File: src/rtl/mem_arbiter.sv
// Two-port round-robin arbiter in front of an async SRAM: SETUP, STROBE (WAIT_STATES+1), DONE.
// Request-to-ack latency WAIT_STATES+2 cycles; requesters wait (req held) while busy, one access in flight.
module mem_arbiter #(
  parameter int WAIT_STATES = 1
) (
  input  logic        cpu_clk,
  input  logic        cpu_reset_n,
  input  logic        m0_req,
  input  logic        m0_we,
  input  logic [15:0] m0_addr,
  input  logic [7:0]  m0_wdata,
  output logic        m0_ack,
  output logic [7:0]  m0_rdata,
  input  logic        m1_req,
  input  logic        m1_we,
  input  logic [15:0] m1_addr,
  input  logic [7:0]  m1_wdata,
  output logic        m1_ack,
  output logic [7:0]  m1_rdata,
  output logic [15:0] mem_addr,
  output logic        mem_oe_n,
  output logic        mem_we_n,
  output logic [7:0]  mem_wdata,
  input  logic [7:0]  mem_rdata,
  output logic        busy
);

  typedef enum logic [1:0] {IDLE, SETUP, STROBE, DONE} state_e;

  localparam logic [2:0] WS_CNT = 3'(WAIT_STATES);

  state_e      state_q;
  logic [2:0]  cnt_q;
  logic        last_grant_q;
  logic        gnt_q;
  logic        we_q;
  logic [15:0] addr_q;
  logic [7:0]  wdata_q;
  logic        oe_n_q;
  logic        we_n_q;
  logic        m0_ack_q;
  logic        m1_ack_q;
  logic [7:0]  m0_rdata_q;
  logic [7:0]  m1_rdata_q;

  logic        req_any_d;
  logic        grant_d;
  logic        sel_we_d;
  logic [15:0] sel_addr_d;
  logic [7:0]  sel_wdata_d;

  // On a tie the port that did not win last time is granted (grant_d=1 selects m1).
  always_comb begin
    req_any_d   = m0_req | m1_req;
    grant_d     = m1_req & (~m0_req | ~last_grant_q);
    sel_we_d    = grant_d ? m1_we    : m0_we;
    sel_addr_d  = grant_d ? m1_addr  : m0_addr;
    sel_wdata_d = grant_d ? m1_wdata : m0_wdata;
  end

  always_ff @(posedge cpu_clk or negedge cpu_reset_n) begin
    if (!cpu_reset_n) begin
      state_q      <= IDLE;
      cnt_q        <= 3'd0;
      last_grant_q <= 1'b1;
      gnt_q        <= 1'b0;
      we_q         <= 1'b0;
      addr_q       <= 16'h0000;
      wdata_q      <= 8'h00;
      oe_n_q       <= 1'b1;
      we_n_q       <= 1'b1;
      m0_ack_q     <= 1'b0;
      m1_ack_q     <= 1'b0;
      m0_rdata_q   <= 8'h00;
      m1_rdata_q   <= 8'h00;
    end else begin
      m0_ack_q <= 1'b0;
      m1_ack_q <= 1'b0;
      case (state_q)
        IDLE: begin
          if (req_any_d) begin
            state_q      <= SETUP;
            gnt_q        <= grant_d;
            last_grant_q <= grant_d;
            we_q         <= sel_we_d;
            addr_q       <= sel_addr_d;
            wdata_q      <= sel_wdata_d;
          end
        end
        SETUP: begin
          state_q <= STROBE;
          cnt_q   <= WS_CNT;
          oe_n_q  <= we_q;
          we_n_q  <= ~we_q;
        end
        STROBE: begin
          if (cnt_q == 3'd0) begin
            state_q <= DONE;
            oe_n_q  <= 1'b1;
            we_n_q  <= 1'b1;
            // Read data is sampled on the same edge that closes the strobe.
            if (!we_q) begin
              if (gnt_q) m1_rdata_q <= mem_rdata;
              else       m0_rdata_q <= mem_rdata;
            end
            if (gnt_q) m1_ack_q <= 1'b1;
            else       m0_ack_q <= 1'b1;
          end else begin
            cnt_q <= cnt_q - 3'd1;
          end
        end
        DONE: begin
          state_q <= IDLE;
        end
        default: begin
          state_q <= IDLE;
        end
      endcase
    end
  end

  assign busy      = (state_q != IDLE);
  assign mem_addr  = addr_q;
  assign mem_wdata = wdata_q;
  assign mem_oe_n  = oe_n_q;
  assign mem_we_n  = we_n_q;
  assign m0_ack    = m0_ack_q;
  assign m1_ack    = m1_ack_q;
  assign m0_rdata  = m0_rdata_q;
  assign m1_rdata  = m1_rdata_q;

endmodule

File: config.mk
export PLATFORM = sky130hd
export DESIGN_NAME = mem_arbiter
export DESIGN_NICKNAME = d
export VERILOG_FILES = /design/src/rtl/mem_arbiter.sv
export SDC_FILE = /design/constraint.sdc
export NUM_CORES = 1
export LEC_CHECK = 0
export CAP_MARGIN = 20
export CORE_MARGIN = 5
export CORE_UTILIZATION = 38
export CTS_CLUSTER_SIZE = 8
export DETAILED_ROUTE_END_ITERATION = 10
export PLACE_DENSITY = 0.77
export SLEW_MARGIN = 20
export SYNTH_ARGS = -nofsm -noshare
export SYNTH_HDL_FRONTEND = slang
export SYNTH_SLANG_ARGS = --single-unit
File: constraint.sdc
create_clock -name cpu_clk -period 2 [get_ports cpu_clk]
set_clock_uncertainty 0.1 [all_clocks]
set_input_delay 0.4 -clock cpu_clk [delete_from_list [all_inputs] [get_ports cpu_clk]]
set_output_delay 0.4 -clock cpu_clk [all_outputs]
set_load 0.01 [all_outputs]
==> run metrics, run 1 <==
DP HPWL 4910 um; synth cell count leaders a21oi_1, dfrtp_1, nor2_1, nand2_1, mux2_2; fin crit share 94.8%; actual slew at the worst max-slew pin 0.520 ns; Pleak 0.00161 uW; Critical Path Fanout Max 8; DRC viols 0; worst relative slew slack 65.3%; Max Cap Viol 0; RR Endpoint m1_rdata[5]; routed vias 2122; grt ovf 0; row count 28; die area 7960 um^2; minimum clock period 1.90 ns; Post-Syn Instances 232; f_max 0.528 GHz; register area share after synthesis 54.7%; post-synth design cell area 2380 um^2; setup tns final 0 ns; share of the synthesized area in the top cell type 51.4%; Ports 107; post-synth cell types 29; reg2reg path depth 6; Pwr Density 1430 nW/um^2; register clock-pin slew on the reported worst setup and hold paths 0.09 ns; flops & latches, synth 52; CTS buffer count 5; Syn Area/Cell 10.3 um^2; Setup crit start kind flop; initial antenna violation count 0; Final Max Tran Viols 0; HP Class flop to flop; Total Wirelength 6540 um; Root Driver clkbuf_8; synth top area cells dfrtp_1, a21oi_1, mux2_2; CP Launch Point state_q[0]; crit path capture m1_rdata[5]; Via-to-Cell Ratio 5.02; H-tree lvl count 2; Peak VDD IR 0.694 mV; Total Routing Usage GR 17.3%; Post-synth EDFFs 0; Arrival @ worst endpoint 1.99 ns; dpl ws 0.0483 ns; Clock Sinks 52; Setup CP Type flop to flop; hold path start mem_oe_n; worst setup margin 0.104 ns; DRT Pass-1 Iters 4; GP Congestion 0.760; ys flop type dfrtp_1; CP required 2.09 ns; clk buf depth 2; Starting Density 39.6%; RR Startpoint state_q[0]; asr flop ratio synth 100%; DRT iter0 DRCs 65; clk_lat worst skew 0.30 ns; ant diodes 0; Die W 89.2 um; routed length per instance 15.5 um; status completed; layout cell share with drive strength beyond 1 14.9%; die height 89.2 um; Yosys warning total 0; CTS tree done; Area Overhead vs Synth 57.7%; Nets 416; first-pass GRT wire length 10600 um; Fin. Hold Viols 0; Port Buffer Count 106; vias in the first global route 2168; R2R Setup Slk 0.10 ns; Yosys top cell by area dfrtp_1; Routed Antenna Nets 0; largest net degree at the start of global routing 27; syn_nets 301; Final setup viols 0; CP Capture Type flop; core region area 6030 um^2; most frequent cell after synthesis a21oi_1; RSZ-0062 raised after global routing false
-- flip-flops by register name, indices dropped and copies added (netlist names) --
signal,flops
mem_we_n,1
we_q,1
mem_oe_n,1
m0_rdata,8
mem_addr,16
mem_wdata,8
last_grant_q,1
m0_ack,1
m1_ack,1
m1_rdata,8
gnt_q,1
cnt_q,3
state_q,2
-- cell families (layout without fill, tap and decap cells) --
logic type / Yosys count / count (layout) / synth area share, %
AO/OA/AOI/OAI: 65 / 65 / 14.7
adder cells (fa/ha/maj): 7 / 7 / 3.67
buffers and inverters: 20 / 136 / 3.52
flip-flops: 52 / 52 / 54.7
multiplexers: 22 / 22 / 10.2
AND/OR/NAND/NOR: 66 / 66 / 13.2
-- cell usage in the layout (no fill, tap or decap) --
master,instances
mux2i_1,4
dlygate4sd2_1,1
a22o_1,1
dfstp_2,3
nor3b_1,1
o21a_1,1
o32a_1,1
nor4bb_1,1
buf_12,3
nor2_1,29
bufinv_16,1
clkinvlp_4,1
nor4b_4,1
dfrtp_1,49
a21boi_2,1
mux2_2,18
inv_1,7
a211oi_1,1
a31oi_1,1
dlygate4sd3_1,1
buf_6,1
inv_6,1
nand2_1,27
o21ai_2,1
nor2b_1,3
o21ai_0,3
nor3_1,1
clkdlybuf4s50_1,104
inv_2,1
nor4_4,1
a21oi_1,54
buf_2,1
and4b_2,1
a21bo_2,1
ha_4,1
clkbuf_8,5
ha_1,6
buf_4,9
nand2_2,1
-- per-stage QoR --
step / util, % / hold WS (ns) / power, uW / area (um^2) / std cells
2_1_floorplan: - / 0.00441 / 3210 / 2380 / 232
3_3_place_gp: 59.9 / 0.282 / 4580 / 3610 / 413
3_5_place_dp: 59.9 / 0.293 / 4660 / 3610 / 413
4_1_cts: 62.3 / 0.380 / 5460 / 3760 / 423
5_1_grt: 62.4 / 0.409 / 5810 / 3760 / 423
6_report: 62.4 / 0.373 / 5390 / 3760 / 423
-- what timing repair did --
item	CTS	global route
hold buffers	1	0
buffers inserted	1	0
endpoints found under the hold margin	15	0
setup endpoints to repair	1	1
resized for setup	4	1
-- power breakdown --
group          switching (uW)  internal (uW)
sequential                334           1580
clock                     361            377
combinational            1220           1530
-- per-layer routing --
layer	up-vias	track usage, %	share of wire [%]
met2	97	29.1	46
met1	1002	20.4	40
met3	5	8.02	13
li1	1018	-	-
met5	-	0	0
met4	0	3.65	0.87
-- worst max-delay path, stage by stage (launching register included) --
cell	delay, ns
dfrtp_1	0.40
inv_2	0.13
ha_1	0.21
nand2_2	0.13
nor4b_4	0.29
buf_6	0.18
mux2_2	0.35
-- worst min-delay path by stage --
stage,end,cells after the start,slack (ns)
2_1_floorplan,cnt_q[0],0,0.004
3_3_place_gp,mem_addr[13],1,0.28
3_5_place_dp,mem_addr[13],1,0.29
4_1_cts,mem_oe_n,2,0.38
5_1_grt,mem_oe_n,2,0.41
6_report,mem_oe_n,2,0.37
-- area by class of cell --
class | count | area, um^2
sequential | 52 | 1310
multi-input combinational | 160 | 1010
inverter | 8 | 30.0
clock buffer | 5 | 68.8
tap | 75 | 93.8
clock inverter | 3 | 46.3
fill | 502 | 2270
timing repair buffer | 120 | 1200
Note: power is estimated with default switching activity, not from simulation.
==> run 2: changes to the inputs <==
Settings changed: CORE_UTILIZATION 38 to 36, PLACE_DENSITY 0.77 to 0.74.
==> run 2 against run 1 <==
Combinational power hardly changed. Non-clock buffer count decreased by 1. Register-to-register slack better by 0.03 ns. Sequential power hardly changed. Largest cell class unchanged. Clock-buffer cell count stayed put. Via count shrank 0.19%. Flip-flop and latch count did not move. Fmax rose by 0.31%. Sequential share of layout area is 0.13 points lower. Clock power is 17% higher. Largest power group unchanged. Power increased by 2.0%.
==> run metrics, run 2 (synthesis gave the netlist of run 1 again) <==
core region area 6390 um^2; CP required 1.50 ns; register clock-pin slew on the reported worst setup and hold paths 0.09 ns; DP HPWL 4850 um; setup tns final 0 ns; CTS buffer count 5; sw frac 34.8%; Ports 107; initial antenna violation count 0; minimum clock period 1.89 ns; Via-to-Cell Ratio 5.00; clk_lat worst skew 0.31 ns; NetSw 1910 uW; GRT met1 Usage 19.4%; Routed Antenna Nets 0; Setup crit start kind flop; Arrival @ worst endpoint 1.39 ns; Pleak 0.00162 uW; global-route met2 utilization 26.5%; CP Capture Type primary output; Port Buffer Count 106; DRC viols 0; Nets 415; routed length per instance 15.5 um; most common cell after layout, fill and taps aside clkdlybuf4s50_1; die height 91.4 um; layout cell share with drive strength beyond 1 14.7%; vias in the first global route 2227; Fin. Hold Viols 0; Area Overhead vs Synth 58.2%; DRT Pass-1 Iters 4; RR Startpoint state_q[0]; Max Cap Viol 0; Die W 91.4 um; worst setup margin 0.110 ns; actual slew at the worst max-slew pin 0.547 ns; Root Driver clkbuf_8; cell family with the largest share of critical-path delay flip-flops; Critical Path Fanout Max 3; global routing met3 resource utilization 6.28%; Setup CP Type flop to primary output; Pwr Density 1460 nW/um^2; Total Routing Usage GR 16.0%; DRT iter0 DRCs 76; status completed; largest net degree at the start of global routing 31; Peak VDD IR 0.767 mV; CP peak stage delay 0.56 ns; Total Wirelength 6550 um; R2R Setup Slk 0.13 ns; ant diodes 0; fin crit share 94.5%; CTS tree done; first-pass GRT wire length 11000 um; Final Max Tran Viols 0; Crit path depth 1; CP Launch Point mem_we_n; most frequent cells in the layout clkdlybuf4s50_1, a21oi_1, dfrtp_1; dpl ws 0.122 ns; RR Endpoint m1_rdata[0]; HP Class flop to flop; Starting Density 37.3%; row count 29; clk buf depth 2; RSZ-0062 raised after global routing false; Final setup viols 0; worst relative slew slack 63.5%; grt ovf 0; sequential group share of total power 35.0%; max reg flops 16; f_max 0.529 GHz; Clock Sinks 52; routed vias 2118; Comb pwr share 49.3%; die area 8350 um^2; GP Congestion 0.771; CP Cell Sequence clkdlybuf4s50_1; internal power 3590 uW; crit path capture mem_we_n; H-tree lvl count 2; slowest CP cell dfstp_2; GRT busiest layer met2; clock power share 15.7%; reg2reg path depth 6; Worst Path Buf+Inv 1
## run 2: cell types whose count changed in the layout (fill, tap and decap cells not counted), sizes merged
cell	previous run	this run
clkinvlp	1	0
buf	14	13
bufinv	1	2
## run 2: metrics by stage
| step | util, % | hold slack (ns) | cell area, um^2 | power [uW] | std cells |
|---|---|---|---|---|---|
| 2_1_floorplan | - | 0.00441 | 2380 | 3210 | 232 |
| 3_3_place_gp | 56.5 | 0.313 | 3610 | 4570 | 414 |
| 3_5_place_dp | 56.5 | 0.320 | 3610 | 4640 | 414 |
| 4_1_cts | 59.1 | 0.387 | 3770 | 5570 | 424 |
| 5_1_grt | 59.1 | 0.405 | 3770 | 5900 | 424 |
| 6_report | 59.1 | 0.385 | 3770 | 5500 | 424 |
## run 2: routing by layer
layer	share of wire, %	wire (um)
met4	0.87	57
met5	0	0
met2	47	3100
met1	42	2760
met3	9.6	629
## run 2: layout make-up
class                   instances  area [um^2]
flip-flops and latches         52         1310
well taps                      77         96.3
clock buffers                   5         68.8
clock inverters                 3         68.8
repair buffers                119         1190
multi-input cells             160         1010
fillers                       576         2610
inverters                       8         30.0
## run 2: power groups by stage
stage | Clock [uW] | Combinational, uW | Sequential (uW)
2_1_floorplan | 0 | 1140 | 2070
3_5_place_dp | 0 | 2700 | 1950
5_1_grt | 926 | 2980 | 1990
4_1_cts | 887 | 2750 | 1930
6_report | 864 | 2710 | 1920
3_3_place_gp | 0 | 2650 | 1920
## run 2: worst min-delay path by stage
stage / from / to / slack, ns / cells past startpoint
2_1_floorplan: cpu_reset_n / cnt_q[0] / 0.004 / 0
3_3_place_gp: cpu_reset_n / m0_rdata[0] / 0.31 / 1
3_5_place_dp: cpu_reset_n / m1_rdata[0] / 0.32 / 1
4_1_cts: mem_oe_n / mem_oe_n / 0.39 / 2
5_1_grt: mem_oe_n / mem_oe_n / 0.40 / 2
6_report: mem_oe_n / mem_oe_n / 0.38 / 2
## run 2: timing repair
item,in CTS,in global routing
endpoints found under the hold margin,22,0
hold buffers,1,0
gates resized for setup,4,0
setup buffers,1,0
setup endpoints to repair,1,0
==> run 3: changes to the inputs <==
Settings changed: CORE_ASPECT_RATIO set to 1.75, CORE_UTILIZATION 36 to 35, PLACE_DENSITY 0.74 to 0.72.
==> run 3 against run 2 <==
Hold slack worse by 0.015 ns. Critical endpoint unchanged. Non-clock buffer count up 2. Setup slack better by 0.0067 ns. Clock-buffer cell count unchanged. Die area up 3.3%. Final area up 1.0%. Sequential power about the same. Largest cell class unchanged. Via count down 0.61%. Sequential share of layout area down 0.35 points.
==> run metrics, run 3 (synthesis gave the netlist of run 1 again) <==
status completed; CP required 1.50 ns; Via-to-Cell Ratio 4.88; first-pass GRT wire length 10900 um; die area 8630 um^2; CP peak stage delay 0.56 ns; Max Cap Viol 0; DRC viols 0; Starting Density 36.2%; register clock-pin slew on the reported worst setup and hold paths 0.07 ns; Setup crit start kind flop; Final setup viols 0; layout cell share with drive strength beyond 1 15.2%; actual slew at the worst max-slew pin 0.451 ns; DRT Pass-1 Iters 4; most common cell after layout, fill and taps aside clkdlybuf4s50_1; GP Congestion 0.835; minimum clock period 1.88 ns; Worst Path Buf+Inv 1; die height 119 um; Crit path depth 1; RSZ-0062 raised after global routing false; Final Max Tran Viols 0; Fillers 600; Pwr Density 1470 nW/um^2; Final Util 57.9%; Port Buffer Count 106; max reg flops 16; Nets 417; Arrival @ worst endpoint 1.38 ns; Pleak 0.00164 uW; routed length per instance 15.8 um; ant diodes 0; CP Capture Type primary output; f_max 0.531 GHz; fin crit share 94.2%; Root Driver clkbuf_16; Fin. Hold Viols 0; vias in the first global route 2232; Die W 72.4 um; clk buf depth 2; row count 39; routed vias 2105; largest net degree at the start of global routing 35; Total Routing Usage GR 16.4%; Clock Sinks 52; slowest CP cell dfstp_2; DRT iter0 DRCs 65; core region area 6590 um^2; cell family with the largest share of critical-path delay flip-flops; Peak VDD IR 0.683 mV; CTS tree done; Setup CP Type flop to primary output; DP HPWL 5370 um; setup tns final 0 ns; CTS buffer count 5; worst relative slew slack 69.9%; Worst Hold Depth 2; HP Class flop to flop; most frequent cells in the layout clkdlybuf4s50_1, a21oi_1, dfrtp_1; grt ovf 0; H-tree lvl count 2; Critical Path Fanout Max 3; CP Cell Sequence clkdlybuf4s50_1; Total Wirelength 6820 um; reg2reg path depth 6; clk_lat worst skew 0.29 ns; Ports 107; Area Overhead vs Synth 59.9%; initial antenna violation count 0; Routed Antenna Nets 0
-- run 3: metal layers --
| metal | up-vias | track usage (%) | share of wire (%) |
|---|---|---|---|
| li1 | 1024 | - | - |
| met1 | 996 | 15.8 | 34 |
| met2 | 74 | 31.7 | 57 |
| met3 | 11 | 3.63 | 5.7 |
| met4 | 0 | 7.39 | 2.6 |
| met5 | - | 0 | 0 |
-- run 3: where the power goes --
group          total (uW)  switching (uW)  internal [uW]
Sequential           1920             338           1580
Combinational        2710            1210           1500
Clock                 958             370            588
-- run 3: layout make-up --
cell class                 count  area [um^2]  share of cell area (%)
timing repair buffer         121         1190                    31.3
inverter                       8         30.0                   0.788
multi-input combinational    160         1010                    26.6
clock inverter                 3         42.5                    1.12
tap                           82          103                    2.69
clock buffer                   5          125                    3.28
sequential                    52         1310                    34.2
-- run 3: worst paths after layout --
check                                to   startpoint  slack [ns]
max reg2reg                 m1_rdata[6]   state_q[0]        0.13
min reg2reg                    mem_oe_n     mem_oe_n        0.37
max                            mem_we_n     mem_we_n        0.12
min in group asynchronous  mem_wdata[0]  cpu_reset_n        0.48
max in group asynchronous      mem_oe_n  cpu_reset_n        0.71
min                            mem_oe_n     mem_oe_n        0.37
-- run 3: metrics by stage --
step / cells / total power [uW] / hold slack, ns / cell area (um^2) / setup WS (ns)
6_report: 431 / 5590 / 0.370 / 3810 / 0.117
5_1_grt: 431 / 5980 / 0.415 / 3810 / 0.0385
4_1_cts: 431 / 5670 / 0.376 / 3810 / 0.0400
3_5_place_dp: 421 / 4650 / 0.282 / 3620 / 0.0855
3_3_place_gp: 421 / 4560 / 0.277 / 3620 / 0.130
2_1_floorplan: 232 / 3210 / 0.00441 / 2380 / 0.0901
-- run 3: what timing repair did --
item	CTS	global route
gates cloned	0	0
hold buffers	1	0
hold endpoints to repair	18	0
setup endpoints to repair	1	8
gates resized for setup	3	1
buffers inserted	1	0
